### config.mk
export PLATFORM = sky130hd
export DESIGN_NAME = camera_pixel_capture
export DESIGN_NICKNAME = d
export VERILOG_FILES = /design/src/rtl/cam_pkg.sv /design/src/rtl/cam_sync_edge.sv /design/src/rtl/camera_pixel_capture.sv
export SDC_FILE = /design/constraint.sdc
export NUM_CORES = 1
export LEC_CHECK = 0
export BUFFER_PORTS_ARGS = -buffer_cell sky130_fd_sc_hd__buf_2
export CORE_UTILIZATION = 62
export CTS_BUF_LIST = sky130_fd_sc_hd__clkbuf_8
export DETAILED_ROUTE_END_ITERATION = 10
export HOLD_SLACK_MARGIN = 0.02
export PLACE_DENSITY = 0.84
export SLEW_MARGIN = 15
export SYNTH_ARGS = -nofsm -noshare
export SYNTH_HDL_FRONTEND = slang
export SYNTH_HIERARCHICAL = 1
export SYNTH_SLANG_ARGS = --single-unit
### constraint.sdc
create_clock -name clk -period 7.1 [get_ports clk]
set_clock_uncertainty 0.1 [all_clocks]
set_input_delay 0.355 -clock clk [delete_from_list [all_inputs] [get_ports clk]]
set_output_delay 0.355 -clock clk [all_outputs]
set_load 0.005 [all_outputs]
### src/rtl/cam_pkg.sv
// Shared constants for the camera capture path: default image geometry,
// pixel width and the capture FSM encoding.
package cam_pkg;
  localparam int IMG_W  = 640;
  localparam int IMG_H  = 480;
  localparam int ADDR_W = 19;
  localparam int PIX_W  = 16;

  localparam logic [0:0] ST_IDLE   = 1'b0;
  localparam logic [0:0] ST_ACTIVE = 1'b1;
endpackage

### src/rtl/cam_sync_edge.sv
// Two-flop synchronizer with a third flop for rise/fall detection.
// q is the synchronized (s2) value; rise/fall compare s2 against s3.
module cam_sync_edge #(
  parameter int W = 1
) (
  input  logic         clk,
  input  logic         rst_n,
  input  logic [W-1:0] d,
  output logic [W-1:0] q,
  output logic [W-1:0] rise,
  output logic [W-1:0] fall
);
  logic [W-1:0] s1, s2, s3;

  always_ff @(posedge clk or negedge rst_n) begin
    if (!rst_n) begin
      s1 <= '0;
      s2 <= '0;
      s3 <= '0;
    end else begin
      s1 <= d;
      s2 <= s1;
      s3 <= s2;
    end
  end

  assign q    = s2;
  assign rise = s2 & ~s3;
  assign fall = ~s2 & s3;
endmodule

### src/rtl/camera_pixel_capture.sv
// Oversamples the OV7670 DVP bus on the system clock and assembles byte pairs
// into RGB565 pixels, each issued as a one-cycle strobe with a linear address.
module camera_pixel_capture
  import cam_pkg::PIX_W, cam_pkg::ST_IDLE, cam_pkg::ST_ACTIVE;
#(
  parameter int IMG_W  = cam_pkg::IMG_W,
  parameter int IMG_H  = cam_pkg::IMG_H,
  parameter int ADDR_W = cam_pkg::ADDR_W
) (
  input  logic              clk,
  input  logic              reset_n,
  input  logic              capture_en,
  input  logic              cam_pclk,
  input  logic              cam_vsync,
  input  logic              cam_href,
  input  logic [7:0]        cam_data,
  output logic              pixel_valid,
  output logic [PIX_W-1:0]  pixel_out,
  output logic [ADDR_W-1:0] pixel_addr,
  output logic              busy,
  output logic              frame_done,
  output logic              frame_err
);
  // One extra count bit so an over-long frame stays distinguishable from a full one.
  localparam int               CNT_W = ADDR_W + 1;
  localparam logic [CNT_W-1:0] TOTAL = CNT_W'(IMG_W * IMG_H);

  logic [1:0] rst_sync;
  logic       rst_n;

  always_ff @(posedge clk or negedge reset_n) begin
    if (!reset_n) rst_sync <= '0;
    else          rst_sync <= {rst_sync[0], 1'b1};
  end
  assign rst_n = rst_sync[1];

  // Control bits packed as {pclk, vsync, href}.
  logic [2:0] ctl_q, ctl_rise, ctl_fall;
  logic [7:0] data_q, data_rise, data_fall;

  cam_sync_edge #(.W(3)) u_ctl_sync (
    .clk  (clk),
    .rst_n(rst_n),
    .d    ({cam_pclk, cam_vsync, cam_href}),
    .q    (ctl_q),
    .rise (ctl_rise),
    .fall (ctl_fall)
  );

  cam_sync_edge #(.W(8)) u_data_sync (
    .clk  (clk),
    .rst_n(rst_n),
    .d    (cam_data),
    .q    (data_q),
    .rise (data_rise),
    .fall (data_fall)
  );

  logic pclk_rise, vsync_rise, vsync_fall, href_s;
  assign pclk_rise  = ctl_rise[2];
  assign vsync_rise = ctl_rise[1];
  assign vsync_fall = ctl_fall[1];
  assign href_s     = ctl_q[0];

  logic unused_sync;
  assign unused_sync = ^{ctl_q[2:1], ctl_rise[0], ctl_fall[2], ctl_fall[0], data_rise, data_fall};

  logic [0:0]       state;
  logic             phase;
  logic [7:0]       hi_byte;
  logic [CNT_W-1:0] count;

  always_ff @(posedge clk or negedge rst_n) begin
    if (!rst_n) begin
      state       <= ST_IDLE;
      phase       <= 1'b0;
      hi_byte     <= '0;
      count       <= '0;
      pixel_valid <= 1'b0;
      pixel_out   <= '0;
      pixel_addr  <= '0;
      frame_done  <= 1'b0;
      frame_err   <= 1'b0;
    end else begin
      pixel_valid <= 1'b0;
      frame_done  <= 1'b0;
      frame_err   <= 1'b0;
      case (state)
        ST_IDLE: begin
          if (vsync_fall && capture_en) begin
            state      <= ST_ACTIVE;
            pixel_addr <= '0;
            phase      <= 1'b0;
            count      <= '0;
          end
        end
        default: begin
          // Frame end takes priority over a coincident byte.
          if (vsync_rise) begin
            state      <= ST_IDLE;
            phase      <= 1'b0;
            frame_done <= 1'b1;
            frame_err  <= (count != TOTAL);
          end else if (!href_s) begin
            phase <= 1'b0;
          end else if (pclk_rise) begin
            if (!phase) begin
              hi_byte <= data_q;
              phase   <= 1'b1;
            end else begin
              phase <= 1'b0;
              if (count < TOTAL) begin
                pixel_out   <= {hi_byte, data_q};
                pixel_addr  <= count[ADDR_W-1:0];
                pixel_valid <= 1'b1;
              end
              if (count != {CNT_W{1'b1}}) count <= count + 1'b1;
            end
          end
        end
      endcase
    end
  end

  assign busy = (state == ST_ACTIVE);
endmodule

==> impl_metrics.csv <==
group,metric,value,unit
cells_and_area,syn_to_final_growth,13.39,%
flow_run,maxCapViolations,0,
synthesis,synth_nets,361,
worst_setup_path,worstSetupStartpointType,"register",
cts,htreeDepth,3,
cells_and_area,diodes,0,
route,drt-vias-per-instance,6.341,
pwr,p_clk_frac,0.227,
pwr,p_sw_frac,0.3500,
sta,setup_viol,0,
sta,setup_ws,3.998,ns
die,die_area,6763,um^2
route,num_vias,3050,
pwr,internal-power,0.9607,mW
global_route,grt_overflow,0,
pwr,pwr-share-seq,0.550,
sta,slew_headroom,0.3983,
synthesis,netlist_instances,345,
worst_setup_path,crit_type,"reg2reg",
cts,path_clk_slew,0.10,ns
global_route,antenna_found_initial,0,
cts,cts_tree,"yes",
worst_setup_path,crit_path_end_kind,"register",
sta,fin_crit,3.102,ns
cts,post_cts_buffers,0,
die,placementRows,28,
worst_setup_path,critical_path_peak_fanout,35,
die,core_area,6061,um^2
route,routed_wl,8252,um
cts,cts_root_buf,"clkbuf_8",
pwr,p_per_area,326.6,nW/um^2
sta,final-hold-violation-count,0,
cts,cts_buffer_depth,2,
sta,tns,0,ns
global_route,grt_pass1_wl,13180,um
sta,final_max_slew_viol_count,0,
global_route,grt_max_degree,59,
global_route,grt_util_all_layers,0.2624,
placed_design,hpwl,5332,um
global_route,grt_pass1_vias,2847,
placed_design,post-place-ws,4.063,ns
die,fp.dieH,82.24,um
worst_setup_path,worst_ep_required_time,7.25,ns
synthesis,ys_warn_count,6,
synthesis,synth.cell_area,3991,um^2
cts,cts_inserted_buffers,9,
route,wire_per_inst,17.16,um
route,dr.pass1.iters,6,
worst_setup_path,ff2ff_setup_slack,4.00,ns
sta,tightest_slew,0.8970,ns
cts,clk_latency,0.36,ns
worst_setup_path,r2r_start,"busy",
route,drc,0,
cts,postCtsHoldBufs,12,
cells_and_area,utilization,0.7467,
pwr,power_leakage,2.058,nW
pwr,peakVddDrop,180.1,uV
sta,fin_crit_sh,0.4369,
placed_design,port_buffers,52,
cells_and_area,drive_gt1_frac,0.2783,
cts,cts_sinks,94,
sta,max_freq,0.3224,GHz
worst_setup_path,critPathArrivalTime,3.25,ns
worst_setup_path,crit_start,"busy",
pwr,netSwitchingPower,0.5173,mW
route,dr.first_iter.drc_count,394,
die,start_util,0.6585,
placed_design,place_congestion,0.9483,
hold_path,hold_path_class,"reg2async",
route,antenna_left,0,
pwr,p_total,1.478,mW
run_status,status,"finished clean",
cells_and_area,final_common_cell,"dfrtp_1",
cells_and_area,mostFrequentLayoutCells,"dfrtp_1 (93), buf_2 (52), o21ai_0 (39)",
cts,post_cts_resized,0,
pwr,combPwrFrac,0.223,
synthesis,syn_area_per_cell,11.57,um^2
sta,grt_setup_unrepaired,"no",
die,die_w,82.24,um
cells_and_area,final_net_count,417,
die,io_pins,53,
## path summary, 6_finish.rpt
check | endpoint | cells past startpoint
max in group asynchronous | count[15] | 1
max | hi_byte[2] | 3
min reg2reg | count[3] | 0
max reg2reg | hi_byte[2] | 3
min in group clk | busy | 3
min | count[3] | 0
## critical path, stage by stage, from the launching register on
cell      delay, ns
dfrtp_1        0.71
clkinv_1       0.89
nor3_2         0.87
mux2_2         0.42
## metrics by stage
step,hold slack [ns],instances,instance area [um^2]
finish,0.1805,481,4526
global route,0.1892,481,4526
CTS,0.1726,481,4526
detailed placement,0.04212,453,4222
global placement,0.04114,453,4222
floorplan,-0.04059,345,3991
## registers in the layout, summed over array words and instances (netlist names)
signal          flops
u_ctl_sync/s3       2
pixel_valid         1
frame_done          1
phase               1
frame_err           1
u_data_sync/s1      8
u_ctl_sync/q        3
u_ctl_sync/s1       3
busy                1
hi_byte             8
pixel_out          16
rst_sync            2
count              20
u_data_sync/q       8
pixel_addr         19
## final cells by class
cell class,count,area [um^2]
flip-flops and latches,94,2356
fillers,403,1535
inverters,5,18.77
repair buffers,66,395.4
clock buffers,9,123.9
clock inverters,7,60.06
multi-input cells,225,1478
well taps,75,93.84
## power groups by stage
stage / registers (mW) / logic, mW / clock network, mW
after global placement: 0.805 / 0.303 / 0
final: 0.813 / 0.330 / 0.335
after global routing: 0.834 / 0.374 / 0.361
after detailed placement: 0.818 / 0.320 / 0
after CTS: 0.807 / 0.327 / 0.338
after floorplan: 0.770 / 0.245 / 0
## per-layer routing
metal / vias to the layer above / wire, um / GRT usage
li1: 1370 / - / -
met1: 1501 / 3420 / 0.3492
met2: 148 / 4057 / 0.4140
met3: 31 / 597 / 0.05824
met4: 0 / 177 / 0.1140
met5: - / 0 / 0
No activity file was read; power rests on OpenSTA's default activity.
